[config.mk]
export PLATFORM = sky130hd
export DESIGN_NAME = stage_retire
export DESIGN_NICKNAME = d
export VERILOG_FILES = /design/src/rtl/stage_retire_pkg.sv /design/src/rtl/stage_retire_queue.sv /design/src/rtl/stage_retire.sv
export SDC_FILE = /design/constraint.sdc
export NUM_CORES = 1
export LEC_CHECK = 0
export ABC_AREA = 1
export CAP_MARGIN = 5
export CORE_MARGIN = 3
export CORE_UTILIZATION = 52
export CTS_BUF_LIST = sky130_fd_sc_hd__clkbuf_8
export DETAILED_ROUTE_END_ITERATION = 7
export PLACE_DENSITY = 0.79
export RECOVER_POWER = 50
export SLEW_MARGIN = 20
export SYNTH_ARGS = -nofsm -noshare
export SYNTH_HDL_FRONTEND = slang
export SYNTH_SLANG_ARGS = --single-unit
[constraint.sdc]
create_clock -name clk -period 5.96 [get_ports clk]
set_input_delay 1.49 -clock clk [delete_from_list [all_inputs] [get_ports clk]]
set_output_delay 1.49 -clock clk [all_outputs]
set_load 0.03 [all_outputs]
[src/rtl/stage_retire_pkg.sv]
// Shared types and constants for the retire stage.
package stage_retire_pkg;

    localparam int XLEN      = 32;
    localparam int REGADDR_W = 5;

    // One retired instruction: PC, destination register and result value.
    typedef struct packed {
        logic [XLEN-1:0]      pc;
        logic [REGADDR_W-1:0] rd;
        logic [XLEN-1:0]      data;
    } retire_entry_t;

endpackage

[src/rtl/stage_retire_queue.sv]
// retire_queue: circular buffer accepting up to LANES entries and releasing
// up to WPORTS entries per cycle. Push entries arrive already compacted.
// Entry storage is deliberately left without reset.
module retire_queue
    import stage_retire_pkg::*;
#(
    parameter  int DEPTH  = 4,
    parameter  int LANES  = 2,
    parameter  int WPORTS = 2,
    localparam int CNT_W  = $clog2(DEPTH + 1),
    localparam int PTR_W  = (DEPTH > 1) ? $clog2(DEPTH) : 1
) (
    input  logic          clk,
    input  logic          reset_n,
    input  logic [CNT_W-1:0] i_push_cnt,
    input  retire_entry_t i_push [LANES],
    input  logic [CNT_W-1:0] i_pop_cnt,
    output retire_entry_t o_peek [WPORTS],
    output logic [CNT_W-1:0] o_count
);

    localparam logic [PTR_W-1:0] PTR_MASK = PTR_W'(DEPTH - 1);

    retire_entry_t    r_mem [DEPTH];
    logic [PTR_W-1:0] r_head;
    logic [PTR_W-1:0] r_tail;
    logic [CNT_W-1:0] r_count;
    logic [PTR_W-1:0] w_widx [LANES];

    // Write slot for each compacted push entry, wrapping at DEPTH.
    always_comb begin
        for (int i = 0; i < LANES; i++) begin
            w_widx[i] = (r_tail + PTR_W'(i)) & PTR_MASK;
        end
    end

    // Entry storage: only written, never reset.
    always_ff @(posedge clk) begin
        for (int i = 0; i < LANES; i++) begin
            if (CNT_W'(i) < i_push_cnt) begin
                r_mem[w_widx[i]] <= i_push[i];
            end
        end
    end

    // Pointers and occupancy move together so push and pop can coexist.
    always_ff @(posedge clk or negedge reset_n) begin
        if (!reset_n) begin
            r_head  <= '0;
            r_tail  <= '0;
            r_count <= '0;
        end else begin
            r_head  <= (r_head + PTR_W'(i_pop_cnt)) & PTR_MASK;
            r_tail  <= (r_tail + PTR_W'(i_push_cnt)) & PTR_MASK;
            r_count <= r_count + i_push_cnt - i_pop_cnt;
        end
    end

    // Oldest WPORTS entries, head first.
    always_comb begin
        for (int k = 0; k < WPORTS; k++) begin
            o_peek[k] = r_mem[(r_head + PTR_W'(k)) & PTR_MASK];
        end
    end

    assign o_count = r_count;

endmodule

[src/rtl/stage_retire.sv]
// stage_retire: compacts mem-stage results into the retire queue and drains
// them onto register-file write ports. Optional feature macro:
// STAGE_RETIRE_INSTRET_EN adds the 64-bit instret retired-instruction counter.
module stage_retire
    import stage_retire_pkg::*;
#(
    parameter int LANES  = 2,
    parameter int WPORTS = 2,
    parameter int DEPTH  = 4
) (
    input  logic                        clk,
    input  logic                        reset_n,
    input  logic [LANES-1:0]            wb_valid,
    input  logic [XLEN*LANES-1:0]       wb_pc,
    input  logic [REGADDR_W*LANES-1:0]  wb_reg,
    input  logic [XLEN*LANES-1:0]       wb_data,
    output logic                        wb_stall,
    output logic [REGADDR_W*WPORTS-1:0] wreg,
    output logic [XLEN*WPORTS-1:0]      wdata,
    output logic [WPORTS-1:0]           wen,
    output logic                        wb_busy,
    output logic [XLEN-1:0]             retire_pc
`ifdef STAGE_RETIRE_INSTRET_EN
    ,
    output logic [63:0]                 instret
`endif
);

    localparam int CNT_W = $clog2(DEPTH + 1);

    retire_entry_t    w_push [LANES];
    retire_entry_t    w_peek [WPORTS];
    retire_entry_t    w_lane;
    logic [CNT_W-1:0] w_n_in;
    logic [CNT_W-1:0] w_push_cnt;
    logic [CNT_W-1:0] w_n_out;
    logic [CNT_W-1:0] w_count;
    logic             w_accept;
    logic [XLEN-1:0]  w_last_pc;
    logic [XLEN-1:0]  r_retire_pc;

    // Pack valid lanes densely in lane order so the oldest lands at tail.
    always_comb begin
        w_n_in = '0;
        w_lane = '0;
        for (int j = 0; j < LANES; j++) begin
            w_push[j] = '0;
        end
        for (int i = 0; i < LANES; i++) begin
            if (wb_valid[i]) begin
                w_lane.pc   = wb_pc[i*XLEN +: XLEN];
                w_lane.rd   = wb_reg[i*REGADDR_W +: REGADDR_W];
                w_lane.data = wb_data[i*XLEN +: XLEN];
                for (int j = 0; j < LANES; j++) begin
                    if (CNT_W'(j) == w_n_in) begin
                        w_push[j] = w_lane;
                    end
                end
                w_n_in = w_n_in + CNT_W'(1);
            end
        end
    end

    // Stall looks only at registered occupancy: a full group must always fit.
    assign wb_stall   = (w_count > CNT_W'(DEPTH - LANES));
    assign w_accept   = (|wb_valid) && !wb_stall;
    assign w_push_cnt = w_accept ? w_n_in : '0;
    assign w_n_out    = (w_count < CNT_W'(WPORTS)) ? w_count : CNT_W'(WPORTS);
    assign wb_busy    = (w_count != '0);

    retire_queue #(
        .DEPTH  (DEPTH),
        .LANES  (LANES),
        .WPORTS (WPORTS)
    ) u_queue (
        .clk        (clk),
        .reset_n    (reset_n),
        .i_push_cnt (w_push_cnt),
        .i_push     (w_push),
        .i_pop_cnt  (w_n_out),
        .o_peek     (w_peek),
        .o_count    (w_count)
    );

    // Drive the draining entries; x0 destinations still drain but never write.
    always_comb begin
        wen       = '0;
        wreg      = '0;
        wdata     = '0;
        w_last_pc = '0;
        for (int k = 0; k < WPORTS; k++) begin
            if (CNT_W'(k) < w_n_out) begin
                wreg[k*REGADDR_W +: REGADDR_W] = w_peek[k].rd;
                wdata[k*XLEN +: XLEN]          = w_peek[k].data;
                wen[k]                         = (w_peek[k].rd != '0);
            end
            if (CNT_W'(k + 1) == w_n_out) begin
                w_last_pc = w_peek[k].pc;
            end
        end
    end

    // Remember the youngest PC retired this cycle.
    always_ff @(posedge clk or negedge reset_n) begin
        if (!reset_n) begin
            r_retire_pc <= '0;
        end else if (w_n_out != '0) begin
            r_retire_pc <= w_last_pc;
        end
    end

    assign retire_pc = r_retire_pc;

`ifdef STAGE_RETIRE_INSTRET_EN
    logic [63:0] r_instret;

    // Retired-instruction count, x0 writers included, wrapping naturally.
    always_ff @(posedge clk or negedge reset_n) begin
        if (!reset_n) begin
            r_instret <= '0;
        end else begin
            r_instret <= r_instret + 64'(w_n_out);
        end
    end

    assign instret = r_instret;
`endif

endmodule

# --- Word level (Yosys, flattened, before mapping) ---
# Memory sizes are Yosys's and may differ from the RTL's.
# Cells that the tools add are included.
op_classes:
  order_cmp: 6
  addsub: 7
  eq_ne: 3
  n_reduce_logical: 8
  mux: 20
op_table:
  columns: ["cell", "n"]
  rows:
  - ["$mux W69", 3]
  - ["$mux W138", 1]
  - ["$mux W32", 4]
  - ["$lt A1 B3 Y1 const A", 4]
  - ["$mux W5", 2]
  - ["$reduce_bool A5 Y1", 2]
  - ["$mux W3", 3]
  - ["$mux W1", 7]
  - ["$eq A1 B3 Y1 const A", 2]
  - ["$reduce_bool A3 Y1", 2]
  - ["$add A2 B1 Y2 const B", 2]
  - ["$add A2 B2 Y2", 2]
  - ["$add A3 B1 Y3 const B", 1]
  - ["$add A3 B3 Y3", 1]
  - ["$eq A2 B3 Y1 const A", 1]
  - ["$gt A3 B2 Y1 const B", 1]
  - ["$logic_not A3 Y1", 1]
  - ["$lt A3 B2 Y1 const B", 1]
  - ["$sub A3 B3 Y3", 1]
  - ["$reduce_or A2 Y1", 1]
  - ["$logic_and A1 B1 Y1", 1]
  - ["$logic_not A1 Y1", 1]
totals:
  ramBits: 276
  output_inout_bits: 110
  input_bits: 142
  wordCells: 49
  register_bits: 39
  mem_count: 1
mem_list:
  columns: ["memory", "words", "word_bits", "read_ports", "rd_clocked_by_memory_dff", "wr", "line_no", "rtl"]
  rows:
  - ["u_queue.r_mem", 4, 69, 2, 0, 2, "stage_retire_queue.sv:24", "retire_entry_t r_mem [DEPTH];"]

# --- Depth between registers and ports, before layout ---
logic_depth:
  depth_word: 7
  depth_mapped: 13
  ltp_nobuf: 12

# --- Cells and area by module ---
# A second synthesis with hierarchy kept.
unflattened:
  hier_cells: 2666
  hier_area_um2: 20081.8
modules_own_cells:
  columns: ["module", "seq_area_each_um2", "cells_per_inst", "area_each_um2", "instances"]
  rows:
  - ["retire_queue", 8463.1, 2004, 16479.6, 1]
  - ["stage_retire", 800.8, 662, 3602.2, 1]

# --- Worst setup path after synthesis ---
# No wires, ideal clock.
synth_path:
  path_kind: "input to register"
  start: "input wb_valid[0]"
  end: "memory u_queue.r_mem[3][0] (netlist bit), enable pin"
  t_required_ps: 5369
  slack_ps: -1700
  cell_stages: 8
  path_buffers: 1
  arrival_time_ps: 7069
  setup_ps: 591
  cell_sequence: "buf_4 -> inv_2 -> ha_1 -> inv_1 -> nand4_2 -> inv_2 -> nor2_1 -> o21ai_0"
synth_rtl:
  columns: ["element", "line_no", "rtl"]
  rows:
  - ["start: declaration", "stage_retire.sv:13", "input logic [LANES-1:0] wb_valid,"]
  - ["end: declaration", "stage_retire_queue.sv:24", null]

# --- Worst setup path in the final report ---
layout_path:
  start: "register u_queue.r_head[0]"
  end: "output wen[1]"
layout_via:
  elab_chain_len: 4
layout_lines:
  columns: ["element", "line_no", "rtl"]
  rows:
  - ["start: declaration", "stage_retire_queue.sv:25", "logic [PTR_W-1:0] r_head;"]
  - ["start signal: assignment", "stage_retire_queue.sv:53", "r_head <= (r_head + PTR_W'(i_pop_cnt)) & PTR_MASK;"]
  - ["$add A2 B1 Y2", "stage_retire_queue.sv:62", "o_peek[k] = r_mem[(r_head + PTR_W'(k)) & PTR_MASK];"]
  - ["$mem_v2 Z4 W69", null, null]
  - ["$reduce_bool A5 Y1", "stage_retire.sv:95", "wen[k] = (w_peek[k].rd != '0);"]
  - ["$mux W1", "stage_retire.sv:92", "if (CNT_W'(k) < w_n_out) begin"]
  - ["end: declaration", "stage_retire.sv:20", "output logic [WPORTS-1:0] wen,"]
# Every way passes these cells.

==> qor.log <==
[worst_setup_path] stage delay of the slowest cell on the critical path 1.00 ns
[detailed_routing] Vias 18,300
[grt] remaining global-route overflow 0
[finish] FF+latch area 9270 µm²
[yosys] fraction of synthesis flops using an asynchronous set or reset pin 12.4%
[clock_tree] register clock-pin slew on the reported worst setup and hold paths 0.06 ns
[detailed_routing] Post-Route WL 59,500 µm
[detailed_routing] average wire per cell in the routed design 19.1 µm
[detailed_routing] DRC violation count after routing 0
[sta] fin worst setup slack 0.465 ns
[finish] finished layout cell area 22,300 µm²
[power_and_ir_drop] power density over the cells 518 nW/µm²
[clock_tree] Num CTS Buffers 52
[clock_tree] root buf cell sky130_fd_sc_hd__clkbuf_8
[die] die outline width 196 µm
[detailed_routing] length of the first detailed-routing pass in iterations 7
[clock_tree] count of instances resized after the clock tree is built 0
[flow_run] number of max-capacitance violations reported 10
[yosys] number of unique standard cell types used by synthesis 29
[yosys] total nets after synthesis 2,611
[finish] post-route insts no fill 3,114
[yosys] Post-Syn Instances 2,461
[sta] timing-limited maximum frequency 182 MHz
[yosys] synthesized cell area 18,700 µm²
[die] die area 38,300 µm²
[grt] GRT Util Overall 29.9%
[grt] via count of the first global-routing pass 18,100
[placement] post-placement worst setup slack 1.23 ns
[yosys] share of synthesized area occupied by flip-flops and latches 49.5%
[yosys] mux contribution to synthesized area 0%
[die] total core area 35,000 µm²
[yosys] post-synthesis share of cell area spent on xor and xnor gates 0.234%
[finish] nets@finish 2,767
[worst_setup_path] critical path's most frequent cell sky130_fd_sc_hd__nand2_1
[finish] total of fill cells in the finished design 2,936
[clock_tree] setup fix buffers added after clock tree synthesis 0
[yosys] flip-flop and latch count after synthesis 315
[outcome] result of the run finished with violations
[detailed_routing] Starting DRT DRC Count 2,157
[yosys] count of warnings emitted by yosys 0
[worst_setup_path] endpoint kind of the worst setup timing path output port
[outcome] violations in the final reports capacitance limit, slew limit
[finish] growth of design area from synthesis to finish 19.4%
[grt] maximum number of pins on one net before global-route repair 142
[clock_tree] CTS tree built
[finish] proportion of layout cells with a drive suffix above 1 4.44%
[clock_tree] # H-tree levels 2
[hold_path] worst hold-check path type flop to flop
[placement] placed cells 3,018
[worst_setup_path] cell chain of the critical path inv_6 -> nand2_4 -> nand2_1 -> nand2_1 -> nand2_1 -> nor2_1 -> nand3_1 -> nand2_1 -> inv_1 -> clkdlybuf4s50_1
[worst_setup_path] cell at the slowest stage of the critical path sky130_fd_sc_hd__dfrtp_4
[clock_tree] clock tree buffer depth 3
[die] starting density of the core 53.5%
[die] number of top-level design ports 252
[sta] post-route minimum period 5.50 ns
[die] cell row count 68
[worst_setup_path] Critical Path RT 4.47 ns
[worst_setup_path] class of the most critical setup path flop to output port
[sta] part of the cycle the worst path needs 92.2%
[yosys] primary flip-flop cell chosen by synthesis mapping sky130_fd_sc_hd__edfxtp_1
[power_and_ir_drop] worst-case vdd ir drop 457 µV
[sta] setup-violating endpoint count in the final report 0
[sta] final setup TNS 0 ns
[clock_tree] clock tree sinks 315
[yosys] fraction of synthesized cell area taken by the top area cell type 44.3%
[placement] global placer's final weighted congestion 0.849
[sta] final hold vios 0
[grt] initial antenna violation count 0
[detailed_routing] via density per instance 5.89
[placement] count of input and output buffers 251
[yosys] Synth Area in Adders 0.575%
[sta] Final Slew Violations 460
[yosys] ranking of synthesized cells by area sky130_fd_sc_hd__edfxtp_1 (44%), sky130_fd_sc_hd__nand2_1 (12%), sky130_fd_sc_hd__o21ai_0 (11%), sky130_fd_sc_hd__nor2_1 (6.6%), sky130_fd_sc_hd__a21oi_1 (6.5%)
[worst_setup_path] maximum fanout along the worst path 109
[finish] final core area utilization 63.8%
[yosys] number of flops mapped to enable cells by yosys 276
[placement] hpwl dp 35,000 µm
[worst_setup_path] startpoint type of the worst setup path flop
[yosys] Post-Synth Simple-Gate Area 21.2%
[yosys] top cell type by total area after synthesis sky130_fd_sc_hd__edfxtp_1
[sta] worst slew margin relative to its limit -116%
[clock_tree] CTS Hold Bufs 0
[sta] worst clock skew on the final layout 0.0161 ns
[sta] RSZ-0062 raised after global routing no
[grt] global-route wire length before repair 92,100 µm
[finish] area of the multi-input gates 7790 µm²
[die] Vert. Die Dim 196 µm
[yosys] average footprint of a synthesized cell 7.60 µm²
[worst_setup_path] worst endpoint data arrival time 4.01 ns
[yosys] compound-gate portion of the synthesized area 19.4%
[yosys] dominant combinational cell family by area after synthesis simple AND/OR/NAND/NOR gates
[clock_tree] Worst-Skew Late Latency 0.60 ns
[detailed_routing] count of nets left with antenna violations after detail routing 0
[sta] transition time at the pin with the least slew margin 3.24 ns
[power_and_ir_drop] standby leakage power 0.00917 µW
[placement] area after detailed placement 21,300 µm²
[kinds of logic after synthesis]
logic type | after synthesis
AOI/OAI and AO/OA | 711
xor gates and xnor gates | 5
adders and majority gates | 8
buffers and inverters | 398
DFF | 315
and+or+nand+nor | 1024
[cells in the final DEF, fill, tap and decap left out, types with 2 or more instances in the layout]
cell type                         count
sky130_fd_sc_hd__a21oi_1            243
sky130_fd_sc_hd__a22oi_1             15
sky130_fd_sc_hd__a31oi_1             27
sky130_fd_sc_hd__buf_12               4
sky130_fd_sc_hd__buf_4               22
sky130_fd_sc_hd__bufinv_16            5
sky130_fd_sc_hd__clkbuf_1             2
sky130_fd_sc_hd__clkbuf_2             3
sky130_fd_sc_hd__clkbuf_8            58
sky130_fd_sc_hd__clkdlybuf4s50_1    215
sky130_fd_sc_hd__clkinv_1             6
sky130_fd_sc_hd__clkinv_2             4
sky130_fd_sc_hd__clkinvlp_4           2
sky130_fd_sc_hd__dfrtp_1             37
sky130_fd_sc_hd__dfrtp_4              2
sky130_fd_sc_hd__dlygate4sd3_1       34
sky130_fd_sc_hd__edfxtp_1           276
sky130_fd_sc_hd__ha_1                 7
sky130_fd_sc_hd__inv_1              232
sky130_fd_sc_hd__inv_2                3
sky130_fd_sc_hd__inv_6                2
sky130_fd_sc_hd__nand2_1            616
sky130_fd_sc_hd__nand2_2              2
sky130_fd_sc_hd__nand2_4              2
sky130_fd_sc_hd__nand3_1             71
sky130_fd_sc_hd__nor2_1             327
sky130_fd_sc_hd__nor2_4               4
sky130_fd_sc_hd__o21ai_0            403
sky130_fd_sc_hd__o21ai_1             20
sky130_fd_sc_hd__xnor2_1              2
sky130_fd_sc_hd__xor2_1               3
[worst max-delay path, delay by kind of cell (launching register included)]
family / cells / cell delay (ns)
buf+inv: 3 / 1.08
simple gates: 7 / 1.27
flops: 1 / 1.00
[layout make-up]
cell class	count	share of cell area, %
Sequential cell	315	41.5
Clock inverter	37	1.32
Antenna cell	1	0.0112
Timing Repair Buffer	282	12.4
Tap cell	455	2.55
Clock buffer	58	3.58
Inverter	218	3.69
Multi-Input combinational cell	1748	34.9
[power breakdown]
part           total, µW  leakage [µW]  switching [µW]  internal [µW]
registers           3380       0.00301             349           3030
clock network       2010      0.000621             903           1110
logic               6160       0.00554            4150           2010
total              11600       0.00917            5400           6150
[synth_stat cells, types with 7 or more instances]
library cell	n
sky130_fd_sc_hd__buf_2	85
sky130_fd_sc_hd__inv_2	7
sky130_fd_sc_hd__nand2_1	618
sky130_fd_sc_hd__nor2_1	330
sky130_fd_sc_hd__a31oi_1	27
sky130_fd_sc_hd__o21ai_1	18
sky130_fd_sc_hd__clkbuf_1	59
sky130_fd_sc_hd__a22oi_1	15
sky130_fd_sc_hd__inv_1	211
sky130_fd_sc_hd__dfrtp_1	39
sky130_fd_sc_hd__a21oi_1	243
sky130_fd_sc_hd__o21ai_0	406
sky130_fd_sc_hd__edfxtp_1	276
sky130_fd_sc_hd__buf_4	21
sky130_fd_sc_hd__ha_1	7
sky130_fd_sc_hd__buf_1	12
sky130_fd_sc_hd__nand3_1	71
[registers in the layout (all words and copies together), names as in the netlist]
register	cells
u_queue.r_mem	276
retire_pc	32
u_queue.o_count	3
u_queue.r_tail	2
u_queue.r_head	2
[metrics by stage]
stage / hold WS, ns / total power [µW]
floorplan: 0.480 / 7270
global placement: 0.485 / 9390
detailed placement: 0.485 / 9530
CTS: 0.502 / 11500
global route: 0.507 / 12200
finish: 0.494 / 11600
[metal layers]
layer | track usage (%) | wire length (µm)
met1 | 37.2 | 21800
met2 | 49.6 | 28600
met3 | 4.84 | 6300
met4 | 17.0 | 2820
met5 | 0 | 0
[worst paths after layout]
path | from | endpoint | slack [ns] | cells past startpoint
worst min register to register | retire_pc[11] | retire_pc[11] | 0.49 | 2
worst min-delay path | retire_pc[11] | retire_pc[11] | 0.49 | 2
min in group asynchronous | reset_n | retire_pc[20] | 1.76 | 1
max in group asynchronous | reset_n | u_queue.r_head[1] | 2.26 | 1
worst max register to register | u_queue.o_count[2] | u_queue.o_count[2] | 0.55 | 11
worst max-delay path | u_queue.r_head[0] | wen[1] | 0.46 | 10
No activity file was read; power rests on OpenSTA's default activity.
